<file path="src/rtl/id_ex_stage.sv">
// ID->EX pipeline register: captures a decoded instruction, resolves rs1/rs2 through
// ALU/MEM/WB forwarding, stalls on load-use and honours valid/ready on both sides.

module id_ex_fwd_mux #(
  parameter int XLEN   = 32,
  parameter bit FWD_EN = 1'b1
) (
  input  logic [4:0]      idx,
  input  logic [XLEN-1:0] rf_data,
  input  logic            s0_en,
  input  logic [4:0]      s0_rd,
  input  logic [XLEN-1:0] s0_data,
  input  logic            s1_en,
  input  logic [4:0]      s1_rd,
  input  logic [XLEN-1:0] s1_data,
  input  logic            s2_en,
  input  logic [4:0]      s2_rd,
  input  logic [XLEN-1:0] s2_data,
  output logic [XLEN-1:0] val
);
  always_comb begin
    val = rf_data;
    if (idx == 5'd0) begin
      val = '0;
    end else if (FWD_EN) begin
      if (s0_en && s0_rd == idx)      val = s0_data;
      else if (s1_en && s1_rd == idx) val = s1_data;
      else if (s2_en && s2_rd == idx) val = s2_data;
    end
  end
endmodule

module id_ex_stage #(
  parameter int XLEN   = 32,
  parameter bit FWD_EN = 1'b1
) (
  input  logic            clk,
  input  logic            rst,
  input  logic            flush,
  input  logic            in_valid,
  output logic            in_ready,
  input  logic [XLEN-1:0] in_pc,
  input  logic [XLEN-1:0] in_imm,
  input  logic [4:0]      in_rs1,
  input  logic [4:0]      in_rs2,
  input  logic [4:0]      in_rd,
  input  logic            in_uses_rs1,
  input  logic            in_uses_rs2,
  input  logic [XLEN-1:0] in_rs1_data,
  input  logic [XLEN-1:0] in_rs2_data,
  input  logic [2:0]      in_funct3,
  input  logic [6:0]      in_funct7,
  input  logic            in_op,
  input  logic            in_op_imm,
  input  logic            in_is_load,
  input  logic            in_reg_write,
  input  logic [XLEN-1:0] alu_res,
  input  logic            mem_fwd_valid,
  input  logic [4:0]      mem_fwd_rd,
  input  logic [XLEN-1:0] mem_fwd_data,
  input  logic            wb_fwd_valid,
  input  logic [4:0]      wb_fwd_rd,
  input  logic [XLEN-1:0] wb_fwd_data,
  output logic            out_valid,
  input  logic            out_ready,
  output logic [XLEN-1:0] a,
  output logic [XLEN-1:0] b,
  output logic [2:0]      funct3,
  output logic [6:0]      funct7,
  output logic            op,
  output logic            op_imm,
  output logic [XLEN-1:0] out_pc,
  output logic [XLEN-1:0] out_store_data,
  output logic [4:0]      out_rd,
  output logic            out_is_load,
  output logic            out_reg_write
);
  typedef struct packed {
    logic [XLEN-1:0] pc;
    logic [XLEN-1:0] a;
    logic [XLEN-1:0] b;
    logic [XLEN-1:0] store_data;
    logic [2:0]      funct3;
    logic [6:0]      funct7;
    logic            op;
    logic            op_imm;
    logic [4:0]      rd;
    logic            is_load;
    logic            reg_write;
  } ex_pkt_t;

  ex_pkt_t pkt_q, pkt_d;
  logic    out_valid_q, out_valid_d;
  logic    hazard, capture, alu_fwd_en;

  logic [1:0][4:0]      src_idx;
  logic [1:0][XLEN-1:0] src_rf;
  logic [1:0][XLEN-1:0] src_val;

  assign src_idx = {in_rs2, in_rs1};
  assign src_rf  = {in_rs2_data, in_rs1_data};

  // ALU result only forwards when the producer actually leaves this cycle
  assign alu_fwd_en = out_valid_q & out_ready & pkt_q.reg_write & ~pkt_q.is_load;

  genvar g;
  generate
    for (g = 0; g < 2; g++) begin : g_src
      id_ex_fwd_mux #(.XLEN(XLEN), .FWD_EN(FWD_EN)) u_fwd (
        .idx     (src_idx[g]),
        .rf_data (src_rf[g]),
        .s0_en   (alu_fwd_en),
        .s0_rd   (pkt_q.rd),
        .s0_data (alu_res),
        .s1_en   (mem_fwd_valid),
        .s1_rd   (mem_fwd_rd),
        .s1_data (mem_fwd_data),
        .s2_en   (wb_fwd_valid),
        .s2_rd   (wb_fwd_rd),
        .s2_data (wb_fwd_data),
        .val     (src_val[g])
      );
    end
  endgenerate

  assign hazard = out_valid_q & pkt_q.is_load & (pkt_q.rd != 5'd0) &
                  ((in_uses_rs1 & (in_rs1 == pkt_q.rd)) | (in_uses_rs2 & (in_rs2 == pkt_q.rd)));
  assign in_ready = (~out_valid_q | out_ready) & ~hazard;
  assign capture  = in_valid & in_ready & ~flush;

  always_comb begin
    pkt_d       = pkt_q;
    out_valid_d = out_valid_q;
    if (flush) begin
      out_valid_d = 1'b0;
    end else if (capture) begin
      out_valid_d       = 1'b1;
      pkt_d.pc          = in_pc;
      pkt_d.a           = src_val[0];
      pkt_d.b           = in_op_imm ? in_imm : src_val[1];
      pkt_d.store_data  = src_val[1];
      pkt_d.funct3      = in_funct3;
      // Only SRAI-style shifts carry meaningful funct7 among immediate ops
      pkt_d.funct7      = (in_op_imm && in_funct3 != 3'b101) ? 7'b0 : in_funct7;
      pkt_d.op          = in_op;
      pkt_d.op_imm      = in_op_imm;
      pkt_d.rd          = in_rd;
      pkt_d.is_load     = in_is_load;
      pkt_d.reg_write   = in_reg_write;
    end else if (out_ready) begin
      out_valid_d = 1'b0;
    end
  end

  always_ff @(posedge clk or posedge rst) begin
    if (rst) begin
      pkt_q       <= '0;
      out_valid_q <= 1'b0;
    end else begin
      pkt_q       <= pkt_d;
      out_valid_q <= out_valid_d;
    end
  end

  assign out_valid      = out_valid_q;
  assign a              = pkt_q.a;
  assign b              = pkt_q.b;
  assign funct3         = pkt_q.funct3;
  assign funct7         = pkt_q.funct7;
  assign op             = pkt_q.op;
  assign op_imm         = pkt_q.op_imm;
  assign out_pc         = pkt_q.pc;
  assign out_store_data = pkt_q.store_data;
  assign out_rd         = pkt_q.rd;
  assign out_is_load    = pkt_q.is_load;
  assign out_reg_write  = pkt_q.reg_write;
endmodule

</file>
<file path="config.mk">
export PLATFORM = sky130hd
export DESIGN_NAME = id_ex_stage
export DESIGN_NICKNAME = d
export VERILOG_FILES = /design/src/rtl/id_ex_stage.sv
export SDC_FILE = /design/constraint.sdc
export NUM_CORES = 1
export LEC_CHECK = 0
export CELL_PAD_IN_SITES_DETAIL_PLACEMENT = 1
export CELL_PAD_IN_SITES_GLOBAL_PLACEMENT = 1
export CORE_MARGIN = 5
export CORE_UTILIZATION = 29
export DETAILED_ROUTE_END_ITERATION = 12
export HOLD_SLACK_MARGIN = 0.08
export PLACE_DENSITY = 0.78
export SLEW_MARGIN = 20
export SYNTH_ARGS = -nofsm -noshare
export SYNTH_HDL_FRONTEND = slang
export SYNTH_SLANG_ARGS = --single-unit
</file>
<file path="constraint.sdc">
create_clock -name clk -period 5.9 [get_ports clk]
set_input_delay 1.18 -clock clk [delete_from_list [all_inputs] [get_ports clk]]
set_output_delay 1.18 -clock clk [all_outputs]
set_load 0.05 [all_outputs]
</file>
==> metrics.log <==
INFO  metric layout.nets = about 1600
INFO  metric p_per_area = between 300 and 400 nW/µm²
INFO  metric fin_cells = roughly 1700
INFO  metric max_cap_violations = 0
INFO  metric detailed_place.area = 12900 µm²
INFO  metric antenna_found_initial = 2
INFO  metric synth_top_area_cell = sky130_fd_sc_hd__dfrtp_1
INFO  metric syn_area = 8350 µm²
INFO  metric syn-num-nets = 1175
INFO  metric finish.instance_area = ~14000 µm²
INFO  metric met1Wirelength = 16.9 mm
INFO  metric finalCriticalPeriod = 4.62 ns
INFO  metric global_route.usage.total = roughly a quarter
INFO  metric worstPathRequired = ~4.7 ns
INFO  metric post-layout-total-power = approximately 4.2 mW
INFO  metric finalSetupViolations = 0
INFO  metric postSynth.asyncResetShare = between 90% and 100%
INFO  metric min_period_over_period = around four fifths
INFO  metric post-route-drc-count = 0
INFO  metric buffer_ports.inserted = between 400 and 500
INFO  metric clock_tree_from_tritoncts = done
INFO  metric route.antenna.remaining_nets = 0
INFO  metric timing_hold_violations_final = 0
INFO  metric timing.reg2reg.setup_slack = approximately 2.7 ns
INFO  metric vias = 9206
INFO  metric synth_enable_flop_cells = 0
INFO  metric cts-htree-levels = 4
INFO  metric setup_ws = 1.28 ns
INFO  metric slowest_delay = between 0.7 and 0.8 ns
INFO  metric routabilityCongestion = between 0.8 and 0.9
INFO  metric cts_max_path_buffers = 2
INFO  metric count_of_cells_resized_by_post_cts_repair = 0
INFO  metric area_delta_synth_final = 62.9%
INFO  metric report.final.slew_viol_count = 0
INFO  metric final_setup_skew = 0.0133 ns
INFO  metric synth_warnings = 0
INFO  metric outcome = finished clean
INFO  metric dpl_worst_slack = about 1.3 ns
INFO  metric ys_top_cells_by_count = 152 x sky130_fd_sc_hd__nand2_1, 148 x sky130_fd_sc_hd__dfrtp_1, 69 x sky130_fd_sc_hd__nor2_1, 66 x sky130_fd_sc_hd__o21ai_0, 57 x sky130_fd_sc_hd__a221oi_1
INFO  metric clockRootBuffer = sky130_fd_sc_hd__clkbuf_16
INFO  metric utilization = a little under half
INFO  metric postSynthCellCount = 903
INFO  metric total_die_area = around 32000 µm²
INFO  metric holdWs = approximately 0.47 ns
INFO  metric routed_wire_length_per_instance = about 25 µm
INFO  metric synth_sequential_area_ratio = 44.4%
INFO  metric worst-endpoint-arrival = around 3.4 ns
INFO  metric gr-total-overflow = 0
INFO  metric worstSetupEndpointType = output port
INFO  metric postCtsSetupBuffers = 0
INFO  metric synth_seq_cells = approximately 150
INFO  metric detail_route.wirelength = ~42 mm
INFO  metric synthTopCellsByArea = sky130_fd_sc_hd__dfrtp_1 44%, sky130_fd_sc_hd__nand2_1 6.8%, sky130_fd_sc_hd__a221oi_1 6.0%
INFO  metric dr_wl_met3 = 3.63 mm
INFO  metric io_pins = 421
INFO  metric place_inst = ~1600
INFO  metric timing.setup.critical_path_class = input pin to output port
INFO  metric timing.setup.tns = 0 ns
INFO  metric synthesis.area_per_instance = roughly 9 µm²
INFO  metric clkLatencyLatePin = roughly 0.43 ns
INFO  metric post-synth-top-area-fraction = 44.4%
INFO  metric leakage = 5.78 nW
INFO  metric maxUsedRoutingLayer = met4
INFO  metric met2_wirelength = 20.6 mm
INFO  metric floorplan.initialDensity = 29.2%
INFO  metric path_cells = clkdlybuf4s50_1 > xor2_1 > nor3_1 > and3_1 > nor2_1 > clkdlybuf4s50_1
INFO  metric measured_slew_at_the_worst_slew_check_pin = around 1.1 ns
INFO  metric crit_path_frequent_cell = sky130_fd_sc_hd__clkdlybuf4s50_1
INFO  metric yosysUniqueCellTypes = between 40 and 50
INFO  metric ys.flop_type = sky130_fd_sc_hd__dfrtp_1
INFO  metric row_count = between 60 and 70
INFO  metric worst_setup_hold_path_clk_slew = 0.07 ns
INFO  metric ir_worst_vdd = about 160 µV
INFO  metric avgViaCountPerCell = ~5.5
INFO  metric post-dp-hpwl = ~30 mm
INFO  metric numCtsBuffers = 17
INFO  metric core_region_area = 28500 µm²
INFO  metric synth_most_common_cell = sky130_fd_sc_hd__nand2_1
INFO  metric slew_headroom = between 20% and 30%
INFO  metric grt_pass1_vias = slightly above 10000
INFO  metric setup_repair_after_global_routing_missed_its_margin = no
INFO  metric final_layout_size_suffix_gt1_share = between 8 and 9%
INFO  metric cts_sinks = ~150
INFO  metric chipHeight = 180 µm
INFO  metric crit_path_max_fanout = 4
INFO  metric detail_route.first_pass.iterations = 5
INFO  metric maximum_number_of_pins_on_one_net_before_global_route_repair = roughly 80
INFO  metric maxClockFrequency = roughly 220 MHz
INFO  metric floorplan.die.width = around 180 µm
INFO  metric ctsHoldBuffers = 0
INFO  metric critical_path.slowest_cell = sky130_fd_sc_hd__clkdlybuf4s50_1
INFO  metric startpoint_type = input pin
INFO  metric grt_first_pass_wirelength = around 64 mm
INFO  metric min_delay_worst_type = flip-flop to flip-flop
INFO  metric drt_first_iter_violations = approximately 760
==> registers in the layout (all words and copies together) (netlist names) <==
name,flops
out_is_load,1
out_rd,5
funct3,3
a,32
out_reg_write,1
funct7,7
op,1
out_store_data,32
op_imm,1
out_valid,1
out_pc,32
b,32
==> layout make-up <==
cell class,instances,area [µm²]
clock inverters,12,253
flip-flops and latches,148,3700
repair buffers,437,4360
clock buffers,18,429
fillers,3246,15000
diodes,2,5.00
inverters,1,8.76
multi-input cells,678,4350
well taps,384,480
==> report_power, final <==
group / internal, mW / total [mW] / switching [mW]
Combinational: 0.600 / 1.60 / 0.997
Sequential: 1.18 / 1.29 / 0.111
Clock: 0.837 / 1.32 / 0.480
Total: 2.62 / 4.20 / 1.59
==> final timing paths <==
kind,startpoint,end,depth (start not counted)
worst max-delay path,in_rs2[3],in_ready,6
worst min-delay path,funct7[0]$_DFFE_PP0P_,funct7[0]$_DFFE_PP0P_,2
worst max register to register,out_rd[1]$_DFFE_PP0P_,out_store_data[20]$_DFFE_PP0P_,7
worst min register to register,funct7[0]$_DFFE_PP0P_,funct7[0]$_DFFE_PP0P_,2
max in group asynchronous,rst,out_store_data[0]$_DFFE_PP0P_,3
min in group asynchronous,rst,a[28]$_DFFE_PP0P_,2
==> logic make-up after synthesis <==
kind of cell | synth area share (%)
buffers and inverters | 4.14
multiplexers | 8.15
XOR/XNOR | 3.15
AND/OR/NAND/NOR | 20.0
flip-flops | 44.4
AO/OA/AOI/OAI | 20.2
==> critical path, delay by kind of cell <==
family,cells,cell delay [ns]
xor gates and xnor gates,1,0.23
buffers and inverters,2,1.24
and+or+nand+nor,3,0.78
==> cell usage in the layout (no fill, tap or decap), types with 32 or more instances in the layout <==
cell type | synthesis | routed
sky130_fd_sc_hd__dfrtp_1 | 148 | 148
sky130_fd_sc_hd__mux2i_1 | 32 | 32
sky130_fd_sc_hd__or3_1 | 33 | 33
sky130_fd_sc_hd__a22oi_1 | 32 | 32
sky130_fd_sc_hd__nand2_1 | 152 | 151
sky130_fd_sc_hd__mux2_2 | 32 | 32
sky130_fd_sc_hd__nor3_1 | 35 | 35
sky130_fd_sc_hd__a21oi_1 | 32 | 32
sky130_fd_sc_hd__and3_1 | 35 | 34
sky130_fd_sc_hd__nor2_1 | 69 | 67
sky130_fd_sc_hd__o21ai_0 | 66 | 66
sky130_fd_sc_hd__clkdlybuf4s50_1 | 0 | 419
sky130_fd_sc_hd__a221oi_1 | 57 | 57
sky130_fd_sc_hd__a221o_1 | 32 | 32
==> routing by layer <==
layer	track usage [%]	vias to the layer above
met4	8.53	0
met3	7.82	69
met1	31.0	4598
li1	-	4090
met2	42.9	449
met5	0	-
Power figures use the tool's default switching activity.
